### config.mk
export PLATFORM = sky130hd
export DESIGN_NAME = fetch_ctrl_mc_flat
export DESIGN_NICKNAME = d
export VERILOG_FILES = /design/src/rtl/fetch_ctrl_mc_if.sv /design/src/rtl/fetch_ctrl_mc.sv /design/src/flat_wrapper.sv
export SDC_FILE = /design/constraint.sdc
export NUM_CORES = 1
export LEC_CHECK = 0
export ABC_CLOCK_PERIOD_IN_PS = 3220
export CORE_MARGIN = 5
export CORE_UTILIZATION = 43
export CTS_CLUSTER_SIZE = 12
export DETAILED_ROUTE_END_ITERATION = 10
export PLACE_DENSITY_LB_ADDON = 0.25
export SLEW_MARGIN = 15
export SYNTH_ARGS = -nofsm -noshare
export SYNTH_HDL_FRONTEND = slang
export SYNTH_SLANG_ARGS = --single-unit
### constraint.sdc
create_clock -name clk -period 3.22 [get_ports clk]
set_input_delay 0.483 -clock clk [delete_from_list [all_inputs] [get_ports clk]]
set_output_delay 0.483 -clock clk [all_outputs]
set_load 0.05 [all_outputs]
### src/rtl/fetch_ctrl_mc_if.sv
// Bundle of the decoder/branch-unit inputs and the PC-control outputs of the
// multi-channel fetch controller. The controller uses the slave modport and
// whoever drives the decoder-side signals uses the master modport.
interface fetch_ctrl_mc_if #(
   parameter int NUM_IRQ = 4,
   parameter int VEC_W   = 3,
   parameter int OPC_W   = 4
);
   logic [NUM_IRQ-1:0] irq_req;
   logic               stall_in;
   logic [OPC_W-1:0]   opcode;
   logic [1:0]         brx;
   logic               branch_taken;
   logic               bypass_done;

   logic               pc_en;
   logic               pc_load;
   logic [1:0]         pc_src;
   logic               vec_fetch;
   logic [VEC_W-1:0]   vec_sel;
   logic               sf1;
   logic               stall;
   logic [NUM_IRQ-1:0] irq_ack;

   modport master (
      output irq_req, stall_in, opcode, brx, branch_taken, bypass_done,
      input  pc_en, pc_load, pc_src, vec_fetch, vec_sel, sf1, stall, irq_ack
   );

   modport slave (
      input  irq_req, stall_in, opcode, brx, branch_taken, bypass_done,
      output pc_en, pc_load, pc_src, vec_fetch, vec_sel, sf1, stall, irq_ack
   );
endinterface

### src/rtl/fetch_ctrl_mc.sv
// Fetch-stage PC controller with prioritised vectored interrupts, multi-word
// instruction sequencing, branch/jump/return loading and a fixed return-memory
// latency wait. Bit 0 of the interrupt request vector has the highest priority.
module fetch_ctrl_mc #(
   parameter int NUM_IRQ   = 4,
   parameter int VEC_W     = 3,
   parameter int OPC_W     = 4,
   parameter int EXT_OPC   = 12,
   parameter int EXT_WORDS = 1,
   parameter int BR_OPC    = 11,
   parameter int RET_WAIT  = 2
) (
   input logic            clk,
   input logic            reset,
   fetch_ctrl_mc_if.slave bus
);

   localparam int CNT_MAX = (EXT_WORDS > RET_WAIT) ? EXT_WORDS : RET_WAIT;
   localparam int CNT_W   = $clog2(CNT_MAX + 1);

   localparam logic [OPC_W-1:0] EXT_CODE = OPC_W'(EXT_OPC);
   localparam logic [OPC_W-1:0] BR_CODE  = OPC_W'(BR_OPC);
   localparam logic [CNT_W-1:0] EXT_LAST = CNT_W'(EXT_WORDS - 1);
   localparam logic [CNT_W-1:0] RET_LAST = CNT_W'(RET_WAIT);

   typedef enum logic [2:0] {
      S_RESET,
      S_FETCH,
      S_EXT,
      S_WAIT,
      S_BRANCH,
      S_VECTOR
   } state_t;

   state_t             state_q, state_d;
   logic [NUM_IRQ-1:0] pending_q, pending_d;
   logic [CNT_W-1:0]   cnt_q, cnt_d;
   logic               pcWasLoaded_q, pcWasLoaded_d;
   logic [VEC_W-1:0]   vecIdx_q, vecIdx_d;

   logic [VEC_W-1:0]   lowestIdx;
   logic               isExt;
   logic               isBr;

   logic               pcEn;
   logic               pcLoad;
   logic [1:0]         pcSrc;
   logic               vecFetch;
   logic [VEC_W-1:0]   vecSel;
   logic               sf1;
   logic               stallOut;
   logic [NUM_IRQ-1:0] irqAck;

   assign isExt = (bus.opcode == EXT_CODE);
   assign isBr  = (bus.opcode == BR_CODE);

   // Priority encoder: scanning from the top down leaves the lowest set
   // pending bit, i.e. the highest-priority channel.
   always_comb begin
      lowestIdx = '0;
      for (int i = NUM_IRQ - 1; i >= 0; i--) begin
         if (pending_q[i]) begin
            lowestIdx = VEC_W'(i);
         end
      end
   end

   // Next-state and output decode; every output idles at 0 unless a state
   // explicitly drives it, and stall_in freezes progress wherever it applies.
   always_comb begin
      state_d  = state_q;
      cnt_d    = cnt_q;
      vecIdx_d = vecIdx_q;
      pcEn     = 1'b0;
      pcLoad   = 1'b0;
      pcSrc    = 2'b00;
      vecFetch = 1'b0;
      vecSel   = '0;
      sf1      = 1'b0;
      stallOut = 1'b0;
      irqAck   = '0;

      case (state_q)
         S_RESET: begin
            pcEn     = 1'b1;
            pcLoad   = 1'b1;
            pcSrc    = 2'b01;
            vecFetch = 1'b1;
            vecSel   = '0;
            state_d  = S_FETCH;
         end

         S_FETCH: begin
            if (!bus.stall_in) begin
               pcEn = !pcWasLoaded_q;
               if ((pending_q != '0) && !isExt && !isBr && !bus.branch_taken) begin
                  state_d  = S_VECTOR;
                  vecIdx_d = lowestIdx;
               end else if (isExt) begin
                  state_d = S_EXT;
                  cnt_d   = '0;
               end else if (bus.branch_taken || (isBr && !bus.brx[1])) begin
                  state_d = S_BRANCH;
               end else if (isBr) begin
                  state_d = S_WAIT;
                  cnt_d   = '0;
               end
            end
         end

         S_EXT: begin
            if (!bus.stall_in) begin
               pcEn  = 1'b1;
               cnt_d = cnt_q + CNT_W'(1);
               if (cnt_q == EXT_LAST) begin
                  state_d = S_FETCH;
               end
            end
         end

         S_WAIT: begin
            if (cnt_q == RET_LAST) begin
               state_d = S_BRANCH;
            end else begin
               stallOut = 1'b1;
               if (!bus.stall_in) begin
                  cnt_d = cnt_q + CNT_W'(1);
               end
            end
         end

         S_BRANCH: begin
            if (!bus.stall_in) begin
               if (bus.branch_taken) begin
                  pcEn    = 1'b1;
                  pcLoad  = 1'b1;
                  pcSrc   = 2'b00;
                  state_d = S_FETCH;
               end else if (isBr && bus.brx[1]) begin
                  pcEn    = 1'b1;
                  pcLoad  = 1'b1;
                  pcSrc   = 2'b11;
                  state_d = S_FETCH;
               end else if (isBr && bus.bypass_done) begin
                  pcEn    = 1'b1;
                  pcLoad  = 1'b1;
                  pcSrc   = 2'b10;
                  state_d = S_FETCH;
               end else if (isBr) begin
                  stallOut = 1'b1;
               end
            end
         end

         S_VECTOR: begin
            pcEn     = 1'b1;
            pcLoad   = 1'b1;
            pcSrc    = 2'b01;
            vecFetch = 1'b1;
            vecSel   = vecIdx_q + VEC_W'(1);
            sf1      = 1'b1;
            irqAck   = NUM_IRQ'(1) << vecIdx_q;
            state_d  = S_FETCH;
         end

         default: begin
            state_d = S_RESET;
         end
      endcase
   end

   // Acknowledged channels clear, new requests set; a requester still high
   // during its acknowledge simply re-pends.
   always_comb begin
      pending_d     = (pending_q & ~irqAck) | bus.irq_req;
      pcWasLoaded_d = pcEn & pcLoad;
   end

   // State registers; reset discards pending interrupts and marks the PC as
   // just loaded so the first fetch does not increment.
   always_ff @(posedge clk or negedge reset) begin
      if (!reset) begin
         state_q       <= S_RESET;
         pending_q     <= '0;
         cnt_q         <= '0;
         pcWasLoaded_q <= 1'b1;
         vecIdx_q      <= '0;
      end else begin
         state_q       <= state_d;
         pending_q     <= pending_d;
         cnt_q         <= cnt_d;
         pcWasLoaded_q <= pcWasLoaded_d;
         vecIdx_q      <= vecIdx_d;
      end
   end

   assign bus.pc_en     = pcEn;
   assign bus.pc_load   = pcLoad;
   assign bus.pc_src    = pcSrc;
   assign bus.vec_fetch = vecFetch;
   assign bus.vec_sel   = vecSel;
   assign bus.sf1       = sf1;
   assign bus.stall     = stallOut;
   assign bus.irq_ack   = irqAck;

endmodule

### src/flat_wrapper.sv
// flat-port wrapper written by rule: the top's interface ports become plain ports
module fetch_ctrl_mc_flat 
#(
   parameter int NUM_IRQ   = 4,
   parameter int VEC_W     = 3,
   parameter int OPC_W     = 4,
   parameter int EXT_OPC   = 12,
   parameter int EXT_WORDS = 1,
   parameter int BR_OPC    = 11,
   parameter int RET_WAIT  = 2
)
  (clk, reset, bus_irq_req, bus_stall_in, bus_opcode, bus_brx, bus_branch_taken, bus_bypass_done, bus_pc_en, bus_pc_load, bus_pc_src, bus_vec_fetch, bus_vec_sel, bus_sf1, bus_stall, bus_irq_ack);
  fetch_ctrl_mc_if #(.NUM_IRQ(NUM_IRQ), .VEC_W(VEC_W), .OPC_W(OPC_W)) bus_i ();
  input logic clk;
  input logic reset;
  input wire logic [$bits(bus_i.irq_req)-1:0] bus_irq_req;
  input wire logic [$bits(bus_i.stall_in)-1:0] bus_stall_in;
  input wire logic [$bits(bus_i.opcode)-1:0] bus_opcode;
  input wire logic [$bits(bus_i.brx)-1:0] bus_brx;
  input wire logic [$bits(bus_i.branch_taken)-1:0] bus_branch_taken;
  input wire logic [$bits(bus_i.bypass_done)-1:0] bus_bypass_done;
  output wire logic [$bits(bus_i.pc_en)-1:0] bus_pc_en;
  output wire logic [$bits(bus_i.pc_load)-1:0] bus_pc_load;
  output wire logic [$bits(bus_i.pc_src)-1:0] bus_pc_src;
  output wire logic [$bits(bus_i.vec_fetch)-1:0] bus_vec_fetch;
  output wire logic [$bits(bus_i.vec_sel)-1:0] bus_vec_sel;
  output wire logic [$bits(bus_i.sf1)-1:0] bus_sf1;
  output wire logic [$bits(bus_i.stall)-1:0] bus_stall;
  output wire logic [$bits(bus_i.irq_ack)-1:0] bus_irq_ack;
  assign bus_i.irq_req = bus_irq_req;
  assign bus_i.stall_in = bus_stall_in;
  assign bus_i.opcode = bus_opcode;
  assign bus_i.brx = bus_brx;
  assign bus_i.branch_taken = bus_branch_taken;
  assign bus_i.bypass_done = bus_bypass_done;
  assign bus_pc_en = bus_i.pc_en;
  assign bus_pc_load = bus_i.pc_load;
  assign bus_pc_src = bus_i.pc_src;
  assign bus_vec_fetch = bus_i.vec_fetch;
  assign bus_vec_sel = bus_i.vec_sel;
  assign bus_sf1 = bus_i.sf1;
  assign bus_stall = bus_i.stall;
  assign bus_irq_ack = bus_i.irq_ack;
  fetch_ctrl_mc #(.NUM_IRQ(NUM_IRQ), .VEC_W(VEC_W), .OPC_W(OPC_W), .EXT_OPC(EXT_OPC), .EXT_WORDS(EXT_WORDS), .BR_OPC(BR_OPC), .RET_WAIT(RET_WAIT)) u_core (.clk(clk), .reset(reset), .bus(bus_i));
endmodule
Word-level counts from Yosys, hierarchy flattened
Cells that the tools add are included.
{ "totals": {"reg_bits": 13, "in_bits": 15, "output_inout_bits": 14, "elab_cells": 101} }
{ "op_classes": {"addsub": 2, "n_eq_ne": 19, "n_shift": 1, "muxes": 49, "n_bitwise": 5, "n_reduce_logical": 20} }
{ "ops": {"columns": ["cell", "n"], "rows": [
  ["3-bit 2-to-1 mux", 16],
  ["2-bit 2-to-1 mux", 12],
  ["3-bit one-hot mux with 5 select lines", 1],
  ["1-bit 2-to-1 mux", 14],
  ["2-bit inequality test, second input constant", 5],
  ["4-bit == test, second input constant", 2],
  ["7-bit AND reduction", 1],
  ["3-bit by 2-bit == test with 1-bit output, second input constant", 2],
  ["3-bit == test, second input constant", 2],
  ["1-bit logical AND", 6],
  ["2-bit one-hot mux with 3 select lines", 1],
  ["6-bit AND reduction", 1],
  ["1-bit logical NOT", 5],
  ["5-bit by 1-bit inequality test with 1-bit output, second input constant", 1],
  ["4-bit bitwise AND", 1],
  ["4-bit 2-to-1 mux", 1],
  ["2-bit by 1-bit inequality test with 1-bit output, second input constant", 2],
  ["4-bit by 2-bit inequality test with 1-bit output, second input constant", 1],
  ["4-bit inverter", 1],
  ["4-bit bitwise OR", 1],
  ["1-bit one-hot mux with 2 select lines", 2],
  ["1-bit one-hot mux with 4 select lines", 1],
  ["2-bit one-hot mux with 2 select lines", 1],
  ["4-bit nonzero test", 1],
  ["15 further kinds", 15]
]} }

Depth between registers and ports, before layout
{ "depth": {"ltp_word": 8, "ltp_mapped": 7, "ltp_nobuf": 7} }

Worst setup path before layout
OpenSTA, ideal clock, no wires.
{ "synth_timing": {"kind": "register to output", "from": "register u_core.state_q[0]", "to": "output bus_vec_sel[2]", "arrival_ns": 2.334, "required_time_ns": 2.737, "path_slack_ns": 0.403, "path_stages_with_launch": 7, "path_buffers": 2, "cell_sequence": "dfrtp_1 -> clkbuf_1 -> nand2_1 -> nor2_1 -> nand2_1 -> inv_1 -> buf_4"} }
{ "synth_via": {"elab_chain_len": 2} }
{ "synth_rtl": {"columns": ["item", "line", "text"], "rows": [
  ["start: declaration", "fetch_ctrl_mc.sv:35", "state_t state_q, state_d;"],
  ["start signal: assignment", "fetch_ctrl_mc.sv:189", "state_q <= state_d;"],
  ["3-bit == test", "fetch_ctrl_mc.sv:83", "case (state_q)"],
  ["3-bit 2-to-1 mux", "fetch_ctrl_mc.sv:83", null],
  ["end: declaration", "flat_wrapper.sv:26", "output wire logic [$bits(bus_i.vec_sel)-1:0] bus_vec_sel;"]
]} }
No other way between the ends.

Worst setup path in the final report
{ "layout_timing": {"from": "input bus_opcode[0]", "to": "output bus_pc_src[0]"} }
{ "layout_via": {"elab_chain_len": 6} }
{ "layout_rtl": {"columns": ["item", "line", "text"], "rows": [
  ["start: declaration", "flat_wrapper.sv:18", "input wire logic [$bits(bus_i.opcode)-1:0] bus_opcode;"],
  ["4-bit == test", "fetch_ctrl_mc.sv:55", "assign isBr = (bus.opcode == BR_CODE);"],
  ["1-bit logical AND", "fetch_ctrl_mc.sv:139", "end else if (isBr && bus.brx[1]) begin"],
  ["2-bit 2-to-1 mux", "fetch_ctrl_mc.sv:139", null],
  ["2-bit 2-to-1 mux", "fetch_ctrl_mc.sv:134", "if (bus.branch_taken) begin"],
  ["2-bit 2-to-1 mux", "fetch_ctrl_mc.sv:133", "if (!bus.stall_in) begin"],
  ["2-bit one-hot mux with 2 select lines", "fetch_ctrl_mc.sv:83", null],
  ["end: declaration", "flat_wrapper.sv:24", "output wire logic [$bits(bus_i.pc_src)-1:0] bus_pc_src;"]
]} }
No other way between the ends.

==> impl_metrics.yaml <==
clock_tree:
  ctsResizeCount: 0
  tritoncts.num_buffers: 3
  numClockSinks: 12
  cts_buffer_depth: 2
  cts_root_buf: "clkbuf_4"
  cts_max_level: 1
  hold_buffers: 0
  post-cts-setup-buffers: 0
  worst_skew_pair.late_latency_ps: 280
  cts.clk_slew.worst_paths_ps: 70
  cts_tree: "done"
detailed_routing:
  drtIter0Drc: 15
  firstDrtPassIters: 4
  wl_per_cell_um: 14.21
  ant_nets: 0
  num_vias: 896
  drc_errors: 0
  avgViaCountPerCell: 5.565
  wl_mm: 2.288
critical_path:
  crit_type: "in2out"
  cp_max_fo: 3
  startpoint_type: "input pin"
  slowest_stage: "clkdlybuf4s50_1"
  slowest_delay_ps: 830
  crit_buf_inv: 2
  path_cells: "clkdlybuf4s50_1 -> and4b_1 -> nand4_1 -> o22ai_1 -> clkdlybuf4s50_1"
  cp_common_cell: "clkdlybuf4s50_1"
  required_ps: 2740
  cp.arrival_ps: 2400
  reg2reg_slack_ps: 1290
  endpoint_kind: "primary output"
  crit_family: "buffers and inverters"
logic_synthesis:
  synth_nets: 128
  ys_warn_count: 0
  synth_edf_count: 0
  ys.flop_type: "dfrtp_1"
  ys_ff_latch: 12
  synth_async_sr_flop_share_pct: 100.0
  avgSynthCellArea_um2: 8.688
  seq_area_frac_synth_pct: 32.44
  ys_types: 44
  syn_inst: 107
  synth_area_um2: 929.6
timing:
  slew_headroom_pct: 60.76
  setup-tns-final_ps: 0
  worst_slew_pin_slew_ps: 580.5
  hold_violations: 0
  hold_ws_ps: 471.9
  min_period_ps: 2883
  skew_ps: 7.673
  setup_violations: 0
  finalWorstSetupSlack_ps: 336.9
  maxSlewViolCount: 0
  fmax_mhz: 346.9
  rsz0062_at_grt: "false"
  post-route-period-util_pct: 89.54
floorplan:
  rows: 16
  dieArea_um2: 3192
  ioPinCount: 29
  start_util_pct: 46.44
  core_area_um2: 2002
  die_h_um: 56.50
  chipWidth_um: 56.50
global_route:
  grtUsageTotal_pct: 15.32
  grt_max_degree: 15
  grt_pass1_vias: 879
  grt_overflow_total: 0
  grt_pass1_wl_mm: 3.905
  antenna_found_initial: 0
final_layout:
  final_common_cell: "clkdlybuf4s50_1"
  n_antenna_cell: 0
  post-route-util_pct: 61.38
  drive_above_1_share_pct: 11.19
  area_growth_pct: 32.17
  final_cell_mix: "clkdlybuf4s50_1, nand2_1, inv_1, dfrtp_1, nor2_1"
  layout.nets: 156
  fin_area_um2: 1229
  num-fill-cells: 184
placement:
  io_buffers: 27
  dpl-instance-area_um2: 1202
  gp_congestion: 0.8372
  dp_slack_ps: 360.5
  hpwlAfterDp_mm: 1.778
power:
  power_density_nw_per_um2: 950.2
  cellLeakagePower_nw: 0.5354
  peakVddDrop_mv: 0.5493
job:
  drv_cap: 0
hold_path:
  worstHoldPathType: "reg2reg"
outcome:
  status: "complete, no violations"
-- routing by layer --
layer	track usage [%]	up-vias	routed length, µm
met5	0	-	0
met4	5.424	0	21
met3	4.358	4	86
met2	25.08	18	1161
met1	19.02	438	1018
li1	-	436	-
-- kinds of logic after synthesis --
family	after synthesis	share of synthesized area (%)
and+or+nand+nor	45	27.05
AOI/OAI and AO/OA	27	23.69
buffers and inverters	16	7.806
DFF	12	32.44
adders and majority gates	6	8.075
xor gates and xnor gates	1	0.9423
-- power breakdown --
group	internal, mW	switching (mW)
combinational	0.293	0.518
clock	0.0481	0.0503
sequential	0.200	0.0587
total	0.541	0.627
-- state kept, by name (all words and copies together), names as in the netlist --
register / cells
u_core.pending_q: 4
u_core.pcWasLoaded_q: 1
u_core.state_q: 3
u_core.cnt_q: 2
u_core.vecIdx_q: 2
-- worst paths after layout --
path / start / to / cells past startpoint
max: bus_opcode[0] / bus_pc_src[0] / 5
min: u_core.cnt_q[0] / u_core.cnt_q[0] / 2
max reg2reg: u_core.state_q[1] / u_core.state_q[1] / 4
min reg2reg: u_core.cnt_q[0] / u_core.cnt_q[0] / 2
max in group asynchronous: reset / u_core.cnt_q[1] / 1
min in group asynchronous: reset / u_core.pending_q[1] / 1
-- per-stage QoR --
step,std cells,total power [mW]
after CTS,161,1.182
final,161,1.168
after global routing,161,1.249
after floorplan,107,0.8375
after detailed placement,157,1.077
after global placement,157,1.054
-- Yosys cell counts, types with 2 or more instances --
cell type / n / share of area [%]
ha_1: 6 / 8.1
nand3_1: 2 / 1.1
nor3_1: 4 / 2.2
nor2_1: 10 / 4.0
o21bai_1: 2 / 1.6
o221ai_1: 2 / 1.9
clkbuf_1: 2 / 0.81
a21o_1: 2 / 1.6
dfrtp_1: 11 / 30
or4_4: 2 / 2.4
o31ai_1: 2 / 1.6
nor2b_1: 2 / 1.3
inv_1: 11 / 4.4
a21oi_1: 5 / 2.7
and2_1: 2 / 1.3
nand2_1: 13 / 5.2
o21ai_0: 2 / 1.1
-- layout make-up --
type	instances	area (µm²)	area share [%]
well taps	27	33.78	2.749
inverters	11	41.29	3.360
multi-input cells	79	555.5	45.21
clock buffers	4	26.28	2.138
flip-flops and latches	12	301.5	24.54
repair buffers	28	270.3	22.00
-- worst reg2reg max path: stages (launching register included) --
cell and delay [ps]:
dfrtp_1 600, nor4bb_1 570, a31oi_1 150, o311a_4 180
a311o_1 310
No activity file was read; power rests on OpenSTA's default activity.
